`src/rtl/way_array_pkg.sv`:
```
// Shared types and helpers for the multi-way storage array.
package way_array_pkg;

   typedef enum logic {CLEAR, RUN} array_state_t;

   localparam int BYTE_W = 8;

   function automatic logic [BYTE_W-1:0] byte_sel(input logic [BYTE_W-1:0] old_b,
                                                  input logic [BYTE_W-1:0] new_b,
                                                  input logic              en);
      return en ? new_b : old_b;
   endfunction

endpackage

```
`src/rtl/way_array_way_bank.sv`:
```
// One way of storage: num_sets x width, byte-enable write, registered read.
module way_bank
   import way_array_pkg::*;
#(
   parameter int s_index = 3,
   parameter int width   = 32
) (
   input  logic                     clk,
   input  logic                     rst,
   input  logic                     we,
   input  logic [s_index-1:0]       waddr,
   input  logic [width/BYTE_W-1:0]  wmask,
   input  logic [width-1:0]         wdata,
   input  logic                     re,
   input  logic [s_index-1:0]       raddr,
   output logic [width-1:0]         q
);

   localparam int num_sets = 2**s_index;
   localparam int n_bytes  = width/BYTE_W;

   logic [width-1:0] mem [num_sets];

   // No reset on the storage itself so it can map onto a RAM macro.
   always_ff @(posedge clk) begin
      for (int b = 0; b < n_bytes; b++) begin
         if (we && wmask[b]) mem[waddr][b*BYTE_W +: BYTE_W] <= wdata[b*BYTE_W +: BYTE_W];
      end
   end

   always_ff @(posedge clk) begin
      if (rst) q <= '0;
      else if (re) q <= mem[raddr];
   end

endmodule

```
`src/rtl/way_array.sv`:
```
// N-way storage array with sequenced clear and byte-masked writes.
// Define ARRAY_BYPASS_EN for write-first same-index read-during-write; default is read-first.
module way_array
   import way_array_pkg::*;
#(
   parameter int s_index  = 3,
   parameter int width    = 32,
   parameter int num_ways = 2,
   parameter int s_way    = (num_ways > 1) ? $clog2(num_ways) : 1
) (
   input  logic                        clk,
   input  logic                        rst,
   input  logic                        read,
   input  logic [s_index-1:0]          rindex,
   input  logic                        load,
   input  logic [s_index-1:0]          windex,
   input  logic [s_way-1:0]            wway,
   input  logic [width/8-1:0]          wmask,
   input  logic [width-1:0]            datain,
   output logic [num_ways*width-1:0]   dataout,
   output logic                        ready
);

   localparam int num_sets = 2**s_index;
   localparam int n_bytes  = width/BYTE_W;
   localparam logic [s_index:0] CLR_LAST = (s_index+1)'(num_sets - 1);

   array_state_t        state;
   logic [s_index:0]    clr_cnt;
   logic                run;
   logic                rd_en;
   logic                wr_en;
   logic [s_index-1:0]  waddr;
   logic [n_bytes-1:0]  bmask;
   logic [width-1:0]    wdata;

   assign run   = (state == RUN);
   assign rd_en = run && read && !rst;
   assign wr_en = run && load && !rst;

   always_ff @(posedge clk) begin
      if (rst) begin
         state   <= CLEAR;
         clr_cnt <= '0;
         ready   <= 1'b0;
      end else begin
         case (state)
            CLEAR: begin
               clr_cnt <= clr_cnt + (s_index+1)'(1);
               if (clr_cnt == CLR_LAST) begin
                  state <= RUN;
                  ready <= 1'b1;
               end
            end
            RUN: ;
            default: state <= CLEAR;
         endcase
      end
   end

   // During CLEAR the write port is borrowed to zero every way of one set per cycle.
   always_comb begin
      waddr = clr_cnt[s_index-1:0];
      bmask = '1;
      wdata = '0;
      if (run) begin
         waddr = windex;
         bmask = wmask;
         wdata = datain;
      end
   end

`ifdef ARRAY_BYPASS_EN
   logic                byp_hit;
   logic [s_way-1:0]    byp_way;
   logic [n_bytes-1:0]  byp_mask;
   logic [width-1:0]    byp_data;

   always_ff @(posedge clk) begin
      if (rst) begin
         byp_hit  <= 1'b0;
         byp_way  <= '0;
         byp_mask <= '0;
         byp_data <= '0;
      end else if (rd_en) begin
         byp_hit  <= wr_en && (windex == rindex);
         byp_way  <= wway;
         byp_mask <= wmask;
         byp_data <= datain;
      end
   end
`endif

   for (genvar k = 0; k < num_ways; k++) begin : g_way
      logic             we;
      logic [width-1:0] q;

      assign we = !run || (wr_en && (num_ways == 1 || wway == s_way'(k)));

      way_bank #(
         .s_index (s_index),
         .width   (width)
      ) u_bank (
         .clk   (clk),
         .rst   (rst),
         .we    (we),
         .waddr (waddr),
         .wmask (bmask),
         .wdata (wdata),
         .re    (rd_en),
         .raddr (rindex),
         .q     (q)
      );

`ifdef ARRAY_BYPASS_EN
      logic [width-1:0] merged;
      for (genvar b = 0; b < n_bytes; b++) begin : g_byte
         assign merged[b*BYTE_W +: BYTE_W] =
            byte_sel(q[b*BYTE_W +: BYTE_W], byp_data[b*BYTE_W +: BYTE_W], byp_mask[b]);
      end
      assign dataout[k*width +: width] =
         (byp_hit && (num_ways == 1 || byp_way == s_way'(k))) ? merged : q;
`else
      assign dataout[k*width +: width] = q;
`endif
   end

endmodule

```
`config.mk`:
```
export PLATFORM = sky130hd
export DESIGN_NAME = way_array
export DESIGN_NICKNAME = d
export VERILOG_FILES = /design/src/rtl/way_array_pkg.sv /design/src/rtl/way_array_way_bank.sv /design/src/rtl/way_array.sv
export SDC_FILE = /design/constraint.sdc
export NUM_CORES = 1
export LEC_CHECK = 0
export CAP_MARGIN = 25
export CELL_PAD_IN_SITES_DETAIL_PLACEMENT = 1
export CELL_PAD_IN_SITES_GLOBAL_PLACEMENT = 1
export CORE_MARGIN = 1
export CORE_UTILIZATION = 58
export CTS_BUF_LIST = sky130_fd_sc_hd__clkbuf_4
export DETAILED_ROUTE_END_ITERATION = 12
export HOLD_SLACK_MARGIN = 0.06
export PLACE_DENSITY = 0.88
export SLEW_MARGIN = 10
export SYNTH_ARGS = -nofsm -noshare
export SYNTH_HDL_FRONTEND = slang
export SYNTH_SLANG_ARGS = --single-unit
```
`constraint.sdc`:
```
create_clock -name clk -period 3.2 [get_ports clk]
set_input_delay 0.64 -clock clk [delete_from_list [all_inputs] [get_ports clk]]
set_output_delay 0.64 -clock clk [all_outputs]
set_load 0.03 [all_outputs]
```
==> results.md <==
* Fillers at 3277
* Slowest CP cell: dfxtp_2
* Area contributors post-synth: edfxtp_1 (69%), mux4_2 (6.4%), dfxtp_1 (6.2%)
* Yosys Warn Count at 0
* Critical path endpoint category: flop
* CTS resizes at 0
* Total wire length at 69200 um
* Library cells used by synthesis at 39
* RSZ-0062 raised after global routing: no
* Register area at 16800 um2
* Delay-heaviest family, CP: flip-flops
* Overall Global Routing Usage at 0.363
* IO buf count at 111
* Crit path to: g_way[1].u_bank.mem[6][3]
* R2R Setup Slk at 0.54 ns
* Root buf cell: clkbuf_4
* GR Overflow Total at 0
* Top cell type's share of synthesized area at 0.685
* Skew-Pair Late Insertion Delay at 0.88 ns
* Post-route DRC at 0
* Reg2reg path depth at 4
* Die X at 199 um
* Buffers & Inverters on Critical Path at 1
* Initial antenna violation count at 1
* Cell taking the most area after synthesis: edfxtp_1
* Reg clk slew, reported paths at 0.08 ns
* Global-route wire length before repair at 100000 um
* Drt first pass iters at 6
* EDFF count, synth at 512
* Commonest cells in the netlist: edfxtp_1 (512), nor2_1 (95), mux2_2 (79), dfxtp_1 (70), nand2_1 (68)
* Routed len/inst at 32.2 um
* Max Transition Viols Final at 0
* Hold Path Class: flop to flop
* Status: finished clean
* Delay of the slowest critical-path stage at 0.66 ns
* Final Wtd Congestion at 0.775
* Syn_nets at 1303
* Register area share after synthesis at 0.748
* Final Hold Viols at 0
* # rows at 71
* CP Launch Type: flop
* Setup violations, final at 0
* Number of global-route vias before repair at 14900
* Die ar. at 39500 um2
* Mapped Area at 22400 um2
* Cell chain of the critical path: mux2i_1 -> o21ai_1 -> buf_4 -> nor2_1
* Ys flop type: edfxtp_1
* Fin Clk Skew at 0.0543 ns
* Maximum VDD drop at 0.473 mV
* Rel. slew slack at 0.348
* Num CTS Buffers at 143
* RR Startpoint: run
* Post-DP HPWL at 37600 um
* CTS Buffer Depth at 3
* Vias after detailed routing at 13800
* Die Y-Extent at 199 um
* CP Class: flop to flop
* Setup ws final at 0.543 ns
* Fin crit period at 2.66 ns
* CTS Hold Bufs at 0
* TritonCTS clock tree: built
* Max Cap Viol at 0
* Initial core utilization at 0.593
* Pre-CTS WS at 0.246 ns
* Routed Antenna Nets at 0
* Share of layout cells above drive strength 1 at 0.291
* Slew @ Worst Pin at 0.975 ns
* Fin crit share at 0.830
* Layout area overhead at 17.7%
* Final setup TNS at 0 ns
* Cell depth of the worst setup path at 4
* End of the worst register-to-register path: g_way[1].u_bank.mem[6][3]
* Core area at 37800 um2
* Detailed Route Iter0 Violations at 1429
* Worst Setup SP: run
* Nets at 1567
* H-tree depth at 4
* Syn Area/Cell at 17.9 um2
* F_max at 0.376 GHz
* CTS sink cnt at 582
* Post-CTS setup buffers at 0
* Pwr/cell area at 638 nW/um2
* Asr flop ratio synth at 0
* Post-Syn Instances at 1255
* Largest net degree at the start of global routing at 65
* Seq cells post-synth at 582
* Multi-input logic area at 5240 um2
* Max FO, Critical Path at 18
* Critical Path RT at 3.65 ns
* P_leak at 9.07 nW
* Most numerous cell in the Yosys netlist: edfxtp_1
* WP data arrival at 3.11 ns
* IO Pins at 112
* DR vias/cell at 6.41
registers in the layout, indices dropped and copies added, names as in the netlist:
name,cells
clr_cnt,4
g_way.u_bank.q,64
run,1
g_way.u_bank.mem,512
ready,1
layout make-up:
cell class / count / area share
multi-input cells: 603 / 0.198
diodes: 2 / 0.000189
flip-flops and latches: 582 / 0.635
clock inverters: 47 / 0.0140
inverters: 1 / 0.000142
repair buffers: 188 / 0.0663
well taps: 511 / 0.0242
clock buffers: 217 / 0.0617
tightest hold or removal path: cells and delay by family (launching register included):
family | cells | cell delay (ns)
AND/OR/NAND/NOR | 1 | 0.05
flip-flops | 1 | 0.32
AO/OA/AOI/OAI | 1 | 0.05
per-stage QoR:
stage	hold WS, ns	util	instances	area [um2]	total power [mW]
final	0.451	0.698	2151	26400	16.9
after CTS	0.372	0.698	2149	26400	16.9
after global routing	0.412	0.698	2151	26400	17.3
after global placement	0.439	0.645	1884	24400	9.80
after floorplan	0.480	-	1255	22400	9.42
after detailed placement	0.442	0.645	1885	24400	9.90
placed cells by master, fill, tap and decap left out, drive strengths merged:
cell type | netlist | final
edfxtp | 512 | 512
clkbuf | 39 | 217
mux2 | 129 | 129
clkdlybuf4s50 | 0 | 108
nor2 | 95 | 95
buf | 30 | 80
dfxtp | 70 | 70
nand2 | 68 | 68
mux4 | 64 | 64
o22ai | 64 | 64
o31ai | 64 | 64
nor2b | 46 | 46
clkinv | 0 | 33
and2 | 32 | 32
o21ai | 10 | 10
bufinv | 0 | 7
inv | 1 | 7
and3b | 3 | 3
o21a | 3 | 3
nor3b | 3 | 3
o31a | 3 | 3
nand2b | 3 | 3
a21oi | 3 | 3
diode | 0 | 2
mux2i | 2 | 2
xor2 | 2 | 2
and4b | 1 | 1
and3 | 1 | 1
nor3 | 1 | 1
a31oi | 1 | 1
nand3b | 1 | 1
or2 | 1 | 1
xnor2 | 1 | 1
nand4b | 1 | 1
ha | 1 | 1
clkinvlp | 0 | 1
cell families (layout without fill, tap and decap cells):
group           count (synthesis)  in the layout  synth area share
other cells                     0              2                 0
simple gates                  256            256            0.0540
fa+ha+maj                       1              1          0.000558
flops                         582            582             0.748
xor+xnor                        3              3           0.00117
mux                           195            195             0.130
compound gates                148            148            0.0477
buf+inv                        70            453            0.0191
per-layer routing:
metal / part of all wire / global-route usage / wire length, um
met1: 0.37 / 0.457 / 25300
met5: 0 / 0 / 0
met4: 0.039 / 0.177 / 2720
met3: 0.094 / 0.0844 / 6510
met2: 0.50 / 0.596 / 34600
how the worst min path moves through the flow:
stage                          startpoint                    end  slack (ns)  depth (start not counted)
global route                    rindex[2]   g_way[0].u_bank.q[2]        0.41                          3
floorplan                      clr_cnt[3]             clr_cnt[3]        0.48                          2
global placement    g_way[1].u_bank.q[23]  g_way[1].u_bank.q[23]        0.44                          2
finish              g_way[0].u_bank.q[14]  g_way[0].u_bank.q[14]        0.45                          2
CTS                             rindex[2]   g_way[0].u_bank.q[2]        0.37                          3
detailed placement  g_way[0].u_bank.q[14]  g_way[0].u_bank.q[14]        0.44                          2
report_power, final:
group          total [mW]  switching [mW]  internal (mW)
combinational        1.13           0.695          0.438
sequential           8.70           0.131           8.57
clock                7.03            3.35           3.68
total                16.9            4.18           12.7
Power figures use the tool's default switching activity.
==> edit: new RTL, config.mk and constraints unchanged <==
`s_index` is set to 3 in 2 places; all go to 4.
--- a/src/rtl/way_array_way_bank.sv
+++ b/src/rtl/way_array_way_bank.sv
@@ -2,7 +2,7 @@
 module way_bank
    import way_array_pkg::*;
 #(
-   parameter int s_index = 3,
+   parameter int s_index = 4,
    parameter int width   = 32
 ) (
    input  logic                     clk,
--- a/src/rtl/way_array.sv
+++ b/src/rtl/way_array.sv
@@ -3,7 +3,7 @@
 module way_array
    import way_array_pkg::*;
 #(
-   parameter int s_index  = 3,
+   parameter int s_index  = 4,
    parameter int width    = 32,
    parameter int num_ways = 2,
    parameter int s_way    = (num_ways > 1) ? $clog2(num_ways) : 1
Interface: changed (resized rindex and windex); port bits go from 112 to 114. No check against the original RTL was run, so the function may have changed too.
==> edit against the original RTL <==
The run now ends with design-rule violations left. Critical path depth grew 1. Fmax shrank 15%. Sequential cell count grew 513. Sequential share of layout area grew 2.4 points. Final area grew 85%. Total power grew 76%. Worst setup slack lost 0.48 ns. Area after synthesis grew 86%. Wire length grew 90%. Clock power grew 78%.
==> edit: results (changes against the original RTL) <==
| Metric | Value |
|---|---|
| Number of H-tree levels | 5 (+1) |
| Sequential-cell power consumption | 15900 uW (+83%) |
| Result of the run | finished with violations |
| VDD IR max | 0.265 mV (-44%) |
| Fraction of layout cells with a size suffix above 1 | 32.6% (+3.5 points) |
| Count of flip-flops with a built-in enable after synthesis | 1024 (+100%) |
| Cell-internal power | 22500 uW (+77%) |
| Via count of the first global-routing pass | 26793 (+80%) |
| Syn nets | 2149 (+65%) |
| Total via count after detailed routing | 24967 (+81%) |
| First-pass GRT wire length | 190000 um (+90%) |
| Post-synthesis share of cell area spent on full adders, half adders and majority gates | 0.0599% (+0.0041 points) |
| Most area-consuming cells after synthesis | edfxtp_1, mux4_2, dfxtp_1 |
| Synth Area in Compound Gates | 3.42% (-1.3 points) |
| Total Wirelength | 132000 um (+90%) |
| Count of routing violations after the opening detailed-route iteration | 3512 (+150%) |
| Number of buffers on the longest clock path | 4 (+1) |
| Leak Pwr | 0.0179 uW (+97%) |
| Cell types with the highest counts after synthesis | edfxtp_1, mux4_2, nor2_1 |
| Setup slack at placement | -0.0104 ns (-0.257 ns) |
| Worst clock skew | 0.0902 ns (+0.0359 ns) |
| GPL Wtd Cong | 0.819 (+5.6%) |
| Path type of the worst min-delay path | in -> reg |
| Count of buffers from port buffering | 113 (+1.8%) |
| Drt via density | 6.69 (+4.3%) |
| Number of clock buffers inserted by TritonCTS | 280 (+96%) |
| NumNets Final | 2640 (+68%) |
| Clock latency at the later pin of the worst-skew pair | 1.15 ns (+0.27 ns) |
| Failing checks | design-rule violations |
| Count of different cell masters after synthesis | 36 (-7.7%) |
| Count of TritonRoute iterations in the first routing pass | 12 (+6) |
| Total Routing Usage GR | 36.6% (+0.34 points) |
| Maximum number of pins on one net before global-route repair | 76 (+17%) |
| Critical path's top delay family | simple AND/OR/NAND/NOR gates |
| Number of cells after detailed placement | 3255 (+73%) |
| Combinational group share of total power | 4.4% (-2.3 points) |
| Proportion of synthesized chip area in sequential cells | 76.9% (+2.2 points) |
| Registers with the most flip-flops | g_way.u_bank.mem x1024, g_way.u_bank.q x64, clr_cnt x5 |
| Mux cell area share after synthesis | 15.2% (+2.2 points) |
| Slowest cell on the critical path | nand2_1 |
| Post-detailed-route DRC marker count | 1 (+1) |
| Peak per-stage delay on the critical path | 0.74 ns (+0.08 ns) |
| Antenna violations before repair | 5 (+4) |
| Worst slew pin tran | 0.881 ns (-0.0937 ns) |
| HPWL reported at the end of detailed placement | 68500 um (+82%) |
| Hold wc startpoint | rindex[2] |
| Post-synthesis xor/xnor area fraction | 0.0628% (-0.054 points) |
| CP max FO | 12 (-6) |
| Data arrival time of the worst path | 3.94 ns (+0.83 ns) |
| Post-DP Area | 45300 um^2 (+86%) |
| Total of hold buffers inserted after clock tree synthesis | 1 (+1) |
| Total design power | 29700 uW (+76%) |
[edit: kinds of logic after synthesis]
logic type,after synthesis
flip-flops,1095
multiplexers,385
AND/OR/NAND/NOR,285
AO/OA/AOI/OAI,201
buffers and inverters,127
XOR/XNOR,3
adder cells (fa/ha/maj),2
[edit: layer usage]
layer  up-vias  part of all wire, %  GRT usage, %
met3       448                   11          9.98
li1       9657                    -             -
met1     12795                   35          46.5
met2      2063                   49          58.4
met4         4                  5.4          19.0
met5         -                0.016             0
[edit: final timing paths]
path                          endpoint  slack [ns]  cells after the start
min              g_way[0].u_bank.q[16]        0.29                      4
max reg2reg  g_way[1].u_bank.mem[0][2]        0.07                      5
max          g_way[1].u_bank.mem[0][2]        0.07                      5
min reg2reg      g_way[1].u_bank.q[23]        0.51                      2
[edit: final cells by class]
class                      instances  area, um^2
inverter                           6        22.5
fill                            5926       22600
antenna                            5        12.5
clock buffer                     411        3090
clock inverter                    61         338
sequential                      1095       32200
tap                              950        1190
timing repair buffer             330        2930
multi-input combinational        876        9060
